$ cat src/rtl/obi_pkg.sv
// rtl/obi_pkg.sv - OBI bus configuration and default request/response struct types
package obi_pkg;

    typedef struct packed {
        logic        UseRReady;
        logic        UseAtop;
        logic        Integrity;
        int unsigned AddrWidth;
        int unsigned DataWidth;
        int unsigned IdWidth;
    } obi_cfg_t;

    localparam obi_cfg_t ObiDefaultConfig = '{
        UseRReady: 1'b0,
        UseAtop:   1'b0,
        Integrity: 1'b0,
        AddrWidth: 32,
        DataWidth: 32,
        IdWidth:   1
    };

    typedef struct packed {
        logic [31:0] addr;
        logic        we;
        logic [3:0]  be;
        logic [31:0] wdata;
        logic [0:0]  aid;
        logic        a_optional;
    } obi_a_chan_t;

    typedef struct packed {
        obi_a_chan_t a;
        logic        req;
        logic        rready;
    } obi_req_t;

    typedef struct packed {
        logic [31:0] rdata;
        logic [0:0]  rid;
        logic        err;
        logic        r_optional;
    } obi_r_chan_t;

    typedef struct packed {
        obi_r_chan_t r;
        logic        gnt;
        logic        rvalid;
    } obi_rsp_t;

endpackage

$ cat src/rtl/obi_seq_mgr.sv
// rtl/obi_seq_mgr.sv - OBI manager issuing pattern write / read-check runs
// Optional random request/rready stalls: define OBI_SEQ_MGR_RANDOM_STALL_EN.
module obi_seq_mgr #(
    parameter obi_pkg::obi_cfg_t ObiCfg         = obi_pkg::ObiDefaultConfig,
    parameter type               obi_req_t      = obi_pkg::obi_req_t,
    parameter type               obi_rsp_t      = obi_pkg::obi_rsp_t,
    parameter int unsigned       MaxOutstanding = 4,
    parameter int unsigned       CntWidth       = 16
) (
    input  logic                        clk_i,
    input  logic                        rst_ni,
    input  logic                        start_i,
    input  logic                        we_i,
    input  logic [ObiCfg.AddrWidth-1:0] base_addr_i,
    input  logic [CntWidth-1:0]         num_words_i,
    input  logic [ObiCfg.DataWidth-1:0] seed_i,
    output logic                        busy_o,
    output logic                        done_o,
    output logic [CntWidth-1:0]         err_cnt_o,
    output obi_req_t                    obi_req_o,
    input  obi_rsp_t                    obi_rsp_i
);

    localparam int unsigned AddrWidth = ObiCfg.AddrWidth;
    localparam int unsigned DataWidth = ObiCfg.DataWidth;
    localparam int unsigned OutWidth  = $clog2(MaxOutstanding + 1);
    localparam logic [AddrWidth-1:0] WordBytes = AddrWidth'(DataWidth / 8);
    localparam logic [OutWidth-1:0]  MaxOut    = OutWidth'(MaxOutstanding);

    typedef enum logic [1:0] {IDLE, ISSUE, DRAIN, DONE} state_t;

    state_t               state_q, state_d;
    logic                 we_q;
    logic [DataWidth-1:0] seed_q;
    logic [AddrWidth-1:0] issue_addr_q, rsp_addr_q;
    logic [CntWidth-1:0]  issue_left_q, err_cnt_q;
    logic [OutWidth-1:0]  out_q;
    logic                 req, rready, gnt_acc, rsp_acc, rsp_tracked, active, start_run;
    logic [1:0]           err_inc;
    logic [CntWidth:0]    err_sum;
    logic [DataWidth-1:0] expected;
    logic                 unused_rsp;

    assign start_run = (state_q == IDLE) && start_i;
    assign active    = (state_q == ISSUE) || (state_q == DRAIN);

`ifdef OBI_SEQ_MGR_RANDOM_STALL_EN
    logic [15:0] lfsr_q;
    logic        hold_q;

    // hold_q keeps a raised but ungranted request up regardless of lfsr[0]
    always_ff @(posedge clk_i or negedge rst_ni) begin
        if (!rst_ni) begin
            lfsr_q <= '0;
            hold_q <= 1'b0;
        end else begin
            if (start_run) lfsr_q <= seed_i[15:0] | 16'h0001;
            else           lfsr_q <= {lfsr_q[14:0], lfsr_q[15] ^ lfsr_q[13] ^ lfsr_q[12] ^ lfsr_q[10]};
            hold_q <= req && !obi_rsp_i.gnt;
        end
    end

    assign req    = (state_q == ISSUE) && (hold_q || ((out_q < MaxOut) && lfsr_q[0]));
    assign rready = ObiCfg.UseRReady && active && lfsr_q[1];
`else
    assign req    = (state_q == ISSUE) && (out_q < MaxOut);
    assign rready = ObiCfg.UseRReady && active;
`endif

    assign gnt_acc     = req && obi_rsp_i.gnt;
    assign rsp_acc     = obi_rsp_i.rvalid && (rready || !ObiCfg.UseRReady);
    assign rsp_tracked = rsp_acc && active && (out_q != '0);
    assign expected    = DataWidth'(rsp_addr_q) ^ seed_q;
    assign unused_rsp  = ^{obi_rsp_i.r.rid, obi_rsp_i.r.r_optional};

    // Responses seen outside a run (stray rvalid in IDLE) are not counted
    always_comb begin
        err_inc = 2'd0;
        if (rsp_acc && active) begin
            if (out_q == '0) err_inc = 2'd1;
            else             err_inc = {1'b0, obi_rsp_i.r.err}
                                     + {1'b0, (!we_q && (obi_rsp_i.r.rdata != expected))};
        end
        err_sum = {1'b0, err_cnt_q} + (CntWidth+1)'(err_inc);
    end

    always_comb begin
        state_d = state_q;
        case (state_q)
            IDLE:    if (start_i) state_d = (num_words_i == '0) ? DONE : ISSUE;
            ISSUE:   if (gnt_acc && (issue_left_q == CntWidth'(1))) state_d = DRAIN;
            DRAIN:   if (out_q == '0) state_d = DONE;
            DONE:    state_d = IDLE;
            default: state_d = IDLE;
        endcase
    end

    always_ff @(posedge clk_i or negedge rst_ni) begin
        if (!rst_ni) begin
            state_q      <= IDLE;
            we_q         <= 1'b0;
            seed_q       <= '0;
            issue_addr_q <= '0;
            rsp_addr_q   <= '0;
            issue_left_q <= '0;
            out_q        <= '0;
            err_cnt_q    <= '0;
        end else begin
            state_q <= state_d;
            if (start_run) begin
                we_q         <= we_i;
                seed_q       <= seed_i;
                issue_addr_q <= base_addr_i;
                rsp_addr_q   <= base_addr_i;
                issue_left_q <= num_words_i;
                err_cnt_q    <= '0;
            end else begin
                if (gnt_acc) begin
                    issue_addr_q <= issue_addr_q + WordBytes;
                    issue_left_q <= issue_left_q - CntWidth'(1);
                end
                if (rsp_tracked) rsp_addr_q <= rsp_addr_q + WordBytes;
                if (gnt_acc != rsp_tracked)
                    out_q <= gnt_acc ? out_q + OutWidth'(1) : out_q - OutWidth'(1);
                err_cnt_q <= err_sum[CntWidth] ? '1 : err_sum[CntWidth-1:0];
            end
        end
    end

    // A-channel is zero whenever req is low; while req is high it is purely registered state
    always_comb begin
        obi_req_o        = '0;
        obi_req_o.req    = req;
        obi_req_o.rready = rready;
        if (req) begin
            obi_req_o.a.addr  = issue_addr_q;
            obi_req_o.a.we    = we_q;
            obi_req_o.a.be    = '1;
            obi_req_o.a.wdata = we_q ? (DataWidth'(issue_addr_q) ^ seed_q) : '0;
        end
    end

    assign busy_o    = (state_q != IDLE);
    assign done_o    = (state_q == DONE);
    assign err_cnt_o = err_cnt_q;

endmodule

$ cat config.mk
export PLATFORM = sky130hd
export DESIGN_NAME = obi_seq_mgr
export DESIGN_NICKNAME = d
export VERILOG_FILES = /design/src/rtl/obi_pkg.sv /design/src/rtl/obi_seq_mgr.sv
export SDC_FILE = /design/constraint.sdc
export NUM_CORES = 1
export LEC_CHECK = 0
export ABC_CLOCK_PERIOD_IN_PS = 4300
export BUFFER_PORTS_ARGS = -buffer_cell sky130_fd_sc_hd__buf_2
export CAP_MARGIN = 0
export CORE_UTILIZATION = 41
export DETAILED_ROUTE_END_ITERATION = 12
export PLACE_DENSITY_LB_ADDON = 0.2
export RECOVER_POWER = 50
export SLEW_MARGIN = 0
export SYNTH_ARGS = -nofsm -noshare
export SYNTH_HDL_FRONTEND = slang
export SYNTH_SLANG_ARGS = --single-unit
$ cat constraint.sdc
create_clock -name clk_i -period 4.3 [get_ports clk_i]
set_input_delay 0 -clock clk_i [delete_from_list [all_inputs] [get_ports clk_i]]
set_output_delay 0 -clock clk_i [all_outputs]
set_load 0.005 [all_outputs]
==> reports/results.ini, run 1 <==
[status]
outcome=finished with violations
violations=capacitance limit, slew limit

[global_routing]
grt_usage_pct=23.9
grt_util_met1_pct=30.2
antenna_found_initial=3
grt_overflow=0
grt_max_degree=95
grt_pass1_vias=7206
grtUsageMet3_pct=4.62
grt_pass1_wl_um=36900
top_usage_layer=met2
gr-usage-met2_pct=41.1

[floorplanning]
initial_core_util_pct=42.3
core_region_area_mm2=0.0190
row_count=50
die_y_um=142
io_pins=212
dieArea_mm2=0.0201
fp.dieW_um=142

[final_layout]
syn_to_final_growth_pct=33.4
nNetsFinal=1323
drive_gt1_share_pct=21.1
n_fill_cell=1747
final_util_pct=56.4

[routing]
antenna_left=0
viasPerCell=5.01
drc=0
dr.first_iter.drc_count=298
dr.pass1.iters=5
vias=7332
totalWireLength_um=23400
routedWlPerCell_um=16.0

[timing]
worstMarginPinSlew_ns=2.42
finalSetupViolations=0
hold_violations=0
rsz0062_at_grt=false
slew-limit-headroom_pct=-61.2
max_freq_ghz=0.252
fin_crit_sh_pct=92.2
holdWs_ns=0.120
tns_ns=0
min_period_ns=3.96
slew_violations=132
skew_ns=0.00794

[yosys]
yosys.area.top_type=dfrtp_1
synth_cell_types=51
syn-cell-area_mm2=0.00801
ys_seq_area_share_pct=41.9
yosysMostFrequentCell=nand2_1
synth.area.top_cells=dfrtp_1, xnor2_1, xor2_1, nand2_1, a21oi_1
ys.flop_type=dfrtp_1
netlist_top_cells_count=nand2_1, dfrtp_1, xnor2_1
synth-edff-count=0
ys_ff_latch=134
async_flop_share_pct=100
syn_area_per_cell_um2=8.74
netlist.area_leader.share_pct=41.9
netlist_instances=917
yosys_warnings=0

[clock_tree]
cts_setup_buffers=0
tritoncts=built
clock_latency_ns=0.42
clk_pin_slew_ns=0.06
root_buffer=clkbuf_16
htree_levels=4
cts_buffer_depth=2
cts.sinks=134
numCtsBuffers=17

[setup_path]
crit_path_end_kind=flip-flop
timing.rr.end=err_cnt_o[12]
r2r_slack_ns=0.34
cp-start-kind=flip-flop
critPathArrivalTime_ns=4.26
worstSetupPathType=flip-flop to flip-flop
r2r_start=seed_q[12]
path_max_fanout=4
reg2reg_depth=15
crit_required_ns=4.60

[pwr]
worst_ir_drop_vdd_mv=0.346
power.density_mw_per_mm2=631
p_leak_uw=0.00486

[placement]
hpwl_um=16300
gp_congestion=0.816
port-buffer-count=206

[flow_run]
cap_violations=2

[hold_path]
hold_path.class=input pin to flip-flop
min_to=issue_addr_q[4]
hold_start=obi_rsp_i[1]
holdPathStages=5

[worst max-delay path, stage by stage, from the launching register on]
cell and delay, ns:
dfrtp_1 0.41, xnor2_1 0.29, xnor2_1 0.10, or4_1 0.52
nor4b_1 0.33, a41oi_1 0.23, ha_1 0.33, o211a_1 0.15
ha_1 0.16, inv_1 0.05, fa_1 0.40, buf_4 0.18
nor3_1 0.31, nand4_1 0.16, mux2i_1 0.16, nor2_1 0.05
[flip-flops by register name, summed over array words and instances (netlist names)]
register,flops
err_cnt_o,16
issue_addr_q,32
issue_left_q,16
out_q,3
rsp_addr_q,32
seed_q,32
state_q,2
we_q,1
[stage by stage]
stage	setup slack (ns)	area (um^2)	cells	power [uW]
detailed placement	0.255	9260	1346	5180
global route	0.0492	10700	1463	7210
finish	0.337	10700	1463	6750
floorplan	0.624	8020	919	4380
CTS	0.215	10700	1461	6790
global placement	0.339	9260	1346	5130
[cell usage in the layout (no fill, tap or decap), types with 4 or more instances in the layout]
cell,n
dlygate4sd3_1,83
a21oi_1,77
buf_2,200
o21ai_0,14
nand4_1,32
dfrtp_1,134
nand2_1,156
nor3_1,13
xor2_1,69
and4_1,7
clkbuf_16,17
nor4_1,14
buf_4,8
ha_1,12
clkbuf_8,4
nor2_1,91
nand3_1,31
inv_1,17
xnor2_1,111
clkbuf_1,9
and3_1,12
and2_1,32
[final cells by class]
cell class	count	area [um^2]	area share (%)
inverter	18	72.6	0.679
multi-input combinational	717	4380	41.0
timing repair buffer	300	1940	18.2
clock inverter	8	120	1.12
clock buffer	24	492	4.60
sequential	134	3350	31.4
antenna	2	5.00	0.0468
tap	260	325	3.04
[power breakdown]
group / internal [uW] / total, uW / switching (uW) / leakage, uW
sequential: 1820 / 2570 / 747 / 0.00160
clock: 972 / 1530 / 556 / 0.000296
combinational: 1280 / 2660 / 1380 / 0.00297
total: 4070 / 6750 / 2680 / 0.00486
[per-layer routing]
metal / routed length (um) / up-vias
met4: 363 / 2
met1: 10300 / 3512
met2: 11700 / 196
li1: - / 3596
met5: 13 / -
met3: 1070 / 26
[worst max-delay path by stage]
stage | cells after the start | endpoint | start
2_1_floorplan | 14 | err_cnt_o[2] | seed_q[12]
3_3_place_gp | 15 | err_cnt_o[8] | seed_q[12]
3_5_place_dp | 15 | err_cnt_o[8] | seed_q[12]
4_1_cts | 15 | err_cnt_o[8] | seed_q[12]
5_1_grt | 14 | err_cnt_o[7] | seed_q[12]
6_report | 15 | err_cnt_o[12] | seed_q[12]
[repair_timing]
| action | in CTS | in global routing |
|---|---|---|
| endpoints found under the hold margin | 207 | 0 |
| endpoints found under the setup margin | 0 | 14 |
| resized for setup | 0 | 1 |
| hold buffers | 83 | 0 |
[kinds of logic after synthesis]
kind of cell | share of synthesized area [%]
other cells | 0.0468
compound gates | 6.90
fa+ha+maj | 2.37
simple gates | 24.8
flops | 41.9
mux | 0.515
xor+xnor | 19.7
buf+inv | 3.80
Note: power is estimated with default switching activity, not from simulation.
==> run 2, diff against run 1 <==
--- a/config.mk
+++ b/config.mk
@@ -10,7 +10,7 @@
 export CAP_MARGIN = 0
 export CORE_UTILIZATION = 41
 export DETAILED_ROUTE_END_ITERATION = 12
-export PLACE_DENSITY_LB_ADDON = 0.2
+export PLACE_DENSITY = 0.66
 export RECOVER_POWER = 50
 export SLEW_MARGIN = 0
 export SYNTH_ARGS = -nofsm -noshare
==> run 2 against run 1 <==
Register-to-register slack got worse by 0.10 ns; routed wire length decreased by 0.34%; the flow finishes with violations (hold timing, capacitance limit, slew limit); critical endpoint is now err_cnt_o[8]; global-route usage increased by 0.11 points; non-clock buffer count decreased by 3; largest cell class unchanged.
==> reports/results.ini, run 2 (same netlist as run 1, synthesis figures left out) <==
[timing]
worstMarginPinSlew_ns=2.62  ; +0.204 ns
min_period_ns=4.06  ; +0.101 ns
skew_ns=0.00699  ; -0.000950 ns
finalSetupViolations=0  ; unchanged
fin_crit_sh_pct=94.5  ; +2.4 points
fin_ws_ns=0.236  ; -0.101 ns
slew_violations=167  ; +27%
holdWs_ns=-0.00753  ; -0.127 ns
max_freq_ghz=0.246  ; -2.5%
slew-limit-headroom_pct=-75.2  ; -14 points
hold_violations=1  ; +1
tns_ns=0  ; unchanged
rsz0062_at_grt=false

[setup_path]
r2r_slack_ns=0.24  ; -0.10 ns
reg2reg_depth=15  ; unchanged
worstSetupPathType=flip-flop to flip-flop
cp-start-kind=flip-flop
path_max_fanout=12  ; +8
critPathArrivalTime_ns=4.41  ; +0.15 ns
r2r_start=seed_q[12]
crit_required_ns=4.65  ; +0.05 ns
crit_path_end_kind=flip-flop
timing.rr.end=err_cnt_o[8]

[global_routing]
grt_usage_pct=24.0  ; +0.11 points
grt_max_degree=93  ; -2.1%
grt_pass1_wl_um=36900  ; about the same
antenna_found_initial=3  ; unchanged
grt_pass1_vias=7136  ; -0.97%
grt_overflow=0  ; unchanged

[routing]
drc=0  ; unchanged
viasPerCell=5.01  ; about the same
antenna_left=0  ; unchanged
routedWlPerCell_um=16.0  ; about the same
totalWireLength_um=23400  ; -0.34%
vias=7314  ; -0.25%
dr.first_iter.drc_count=423  ; +42%
dr.pass1.iters=7  ; +2

[floorplanning]
core_region_area_mm2=0.0190  ; unchanged
row_count=50  ; unchanged
die_y_um=142  ; unchanged
dieArea_mm2=0.0201  ; unchanged
fp.dieW_um=142  ; unchanged
initial_core_util_pct=42.3  ; unchanged
io_pins=212  ; unchanged

[pwr]
pwr-share-seq_pct=37.7  ; -0.3 points
power.density_mw_per_mm2=634  ; +0.48%
switching_share_pct=39.8  ; +0.10 points
worst_ir_drop_vdd_mv=0.330  ; -4.5%
p_clk_share_pct=22.9  ; +0.3 points
p_sw_uw=2700  ; +0.66%
p_leak_uw=0.00485  ; -0.23%
power_frac_comb_pct=39.3  ; about the same
intPower_uw=4080  ; +0.22%

[final_layout]
drive_gt1_share_pct=20.9  ; -0.28 points
fin_cells=1459  ; -0.27%
syn_to_final_growth_pct=33.3  ; about the same
top_regs=issue_addr_q: 32 flops, rsp_addr_q: 32 flops, seed_q: 32 flops
final_common_cell=buf_2
final_util_pct=56.3  ; about the same
nNetsFinal=1320  ; -0.23%
mostFrequentLayoutCells=buf_2, nand2_1, dfrtp_1

[hold_path]
hold_start=start_i
hold_path.class=input pin to flip-flop
holdPathStages=3  ; -2
min_to=state_q[0]

[clock_tree]
root_buffer=clkbuf_16
htree_levels=4  ; unchanged
clk_pin_slew_ns=0.06  ; about the same
tritoncts=built
cts_setup_buffers=0  ; unchanged
numCtsBuffers=17  ; unchanged
cts.sinks=134  ; unchanged
cts_buffer_depth=2  ; unchanged
clock_latency_ns=0.42  ; about the same

[placement]
dp.cells=1344  ; -0.15%
dp_slack_ns=0.214  ; -0.0415 ns
hpwl_um=16100  ; -1.3%
port-buffer-count=206  ; unchanged
gp_congestion=0.831  ; +1.8%

[status]
violations=hold timing, capacitance limit, slew limit
outcome=finished with violations

[flow_run]
cap_violations=2  ; unchanged

[run 2: power groups by stage]
stage | clock network (uW) | registers [uW] | logic [uW]
after global routing | 1630 | 2650 | 2980
after CTS | 1580 | 2550 | 2690
after detailed placement | 0 | 2570 | 2600
after floorplan | 0 | 2340 | 2030
after global placement | 0 | 2540 | 2570
final | 1550 | 2560 | 2660
[run 2: per-stage QoR]
| stage | area, um^2 | total power (uW) |
|---|---|---|
| floorplan | 8020 | 4380 |
| global placement | 9250 | 5120 |
| detailed placement | 9250 | 5170 |
| CTS | 10700 | 6820 |
| global route | 10700 | 7270 |
| finish | 10700 | 6780 |
[run 2: repair_timing]
action | in CTS | in global routing
gates resized for setup | 0 | 2
hold endpoints to repair | 204 | 0
hold buffers | 82 | 0
endpoints found under the setup margin | 0 | 12
[run 2: area by class of cell]
class,instances,area [um^2]
clock inverter,15,203
fill,1745,8270
tap,260,325
clock buffer,17,425
antenna,1,2.50
inverter,18,72.6
timing repair buffer,297,1920
sequential,134,3350
multi-input combinational,717,4380
[run 2: layer usage]
metal	track usage [%]	up-vias	routed length, um
met5	0	-	27
met4	7.30	4	316
met3	5.37	27	1150
met2	40.9	201	11600
met1	30.3	3488	10200
li1	-	3594	-
[run 2: worst max-delay path, cell delays in order (launching register included)]
cell and delay (ns):
dfrtp_1 0.42, xnor2_1 0.28, xnor2_1 0.13, or4_1 0.53, nor4b_1 0.30, a41oi_1 0.23
ha_1 0.33, o211a_1 0.15, ha_1 0.16, inv_1 0.06, fa_1 0.43, nor4_4 0.34
nand4_1 0.18, buf_4 0.23, o21a_1 0.11, nor2_1 0.09
[run 2: worst max path at each step]
| stage | startpoint | to | slack (ns) | cells after the start |
|---|---|---|---|---|
| 2_1_floorplan | seed_q[12] | err_cnt_o[2] | 0.62 | 14 |
| 3_3_place_gp | seed_q[12] | err_cnt_o[8] | 0.31 | 15 |
| 3_5_place_dp | seed_q[12] | err_cnt_o[8] | 0.21 | 15 |
| 4_1_cts | seed_q[12] | err_cnt_o[8] | 0.13 | 15 |
| 5_1_grt | seed_q[12] | err_cnt_o[8] | 0.02 | 15 |
| 6_report | seed_q[12] | err_cnt_o[8] | 0.24 | 15 |
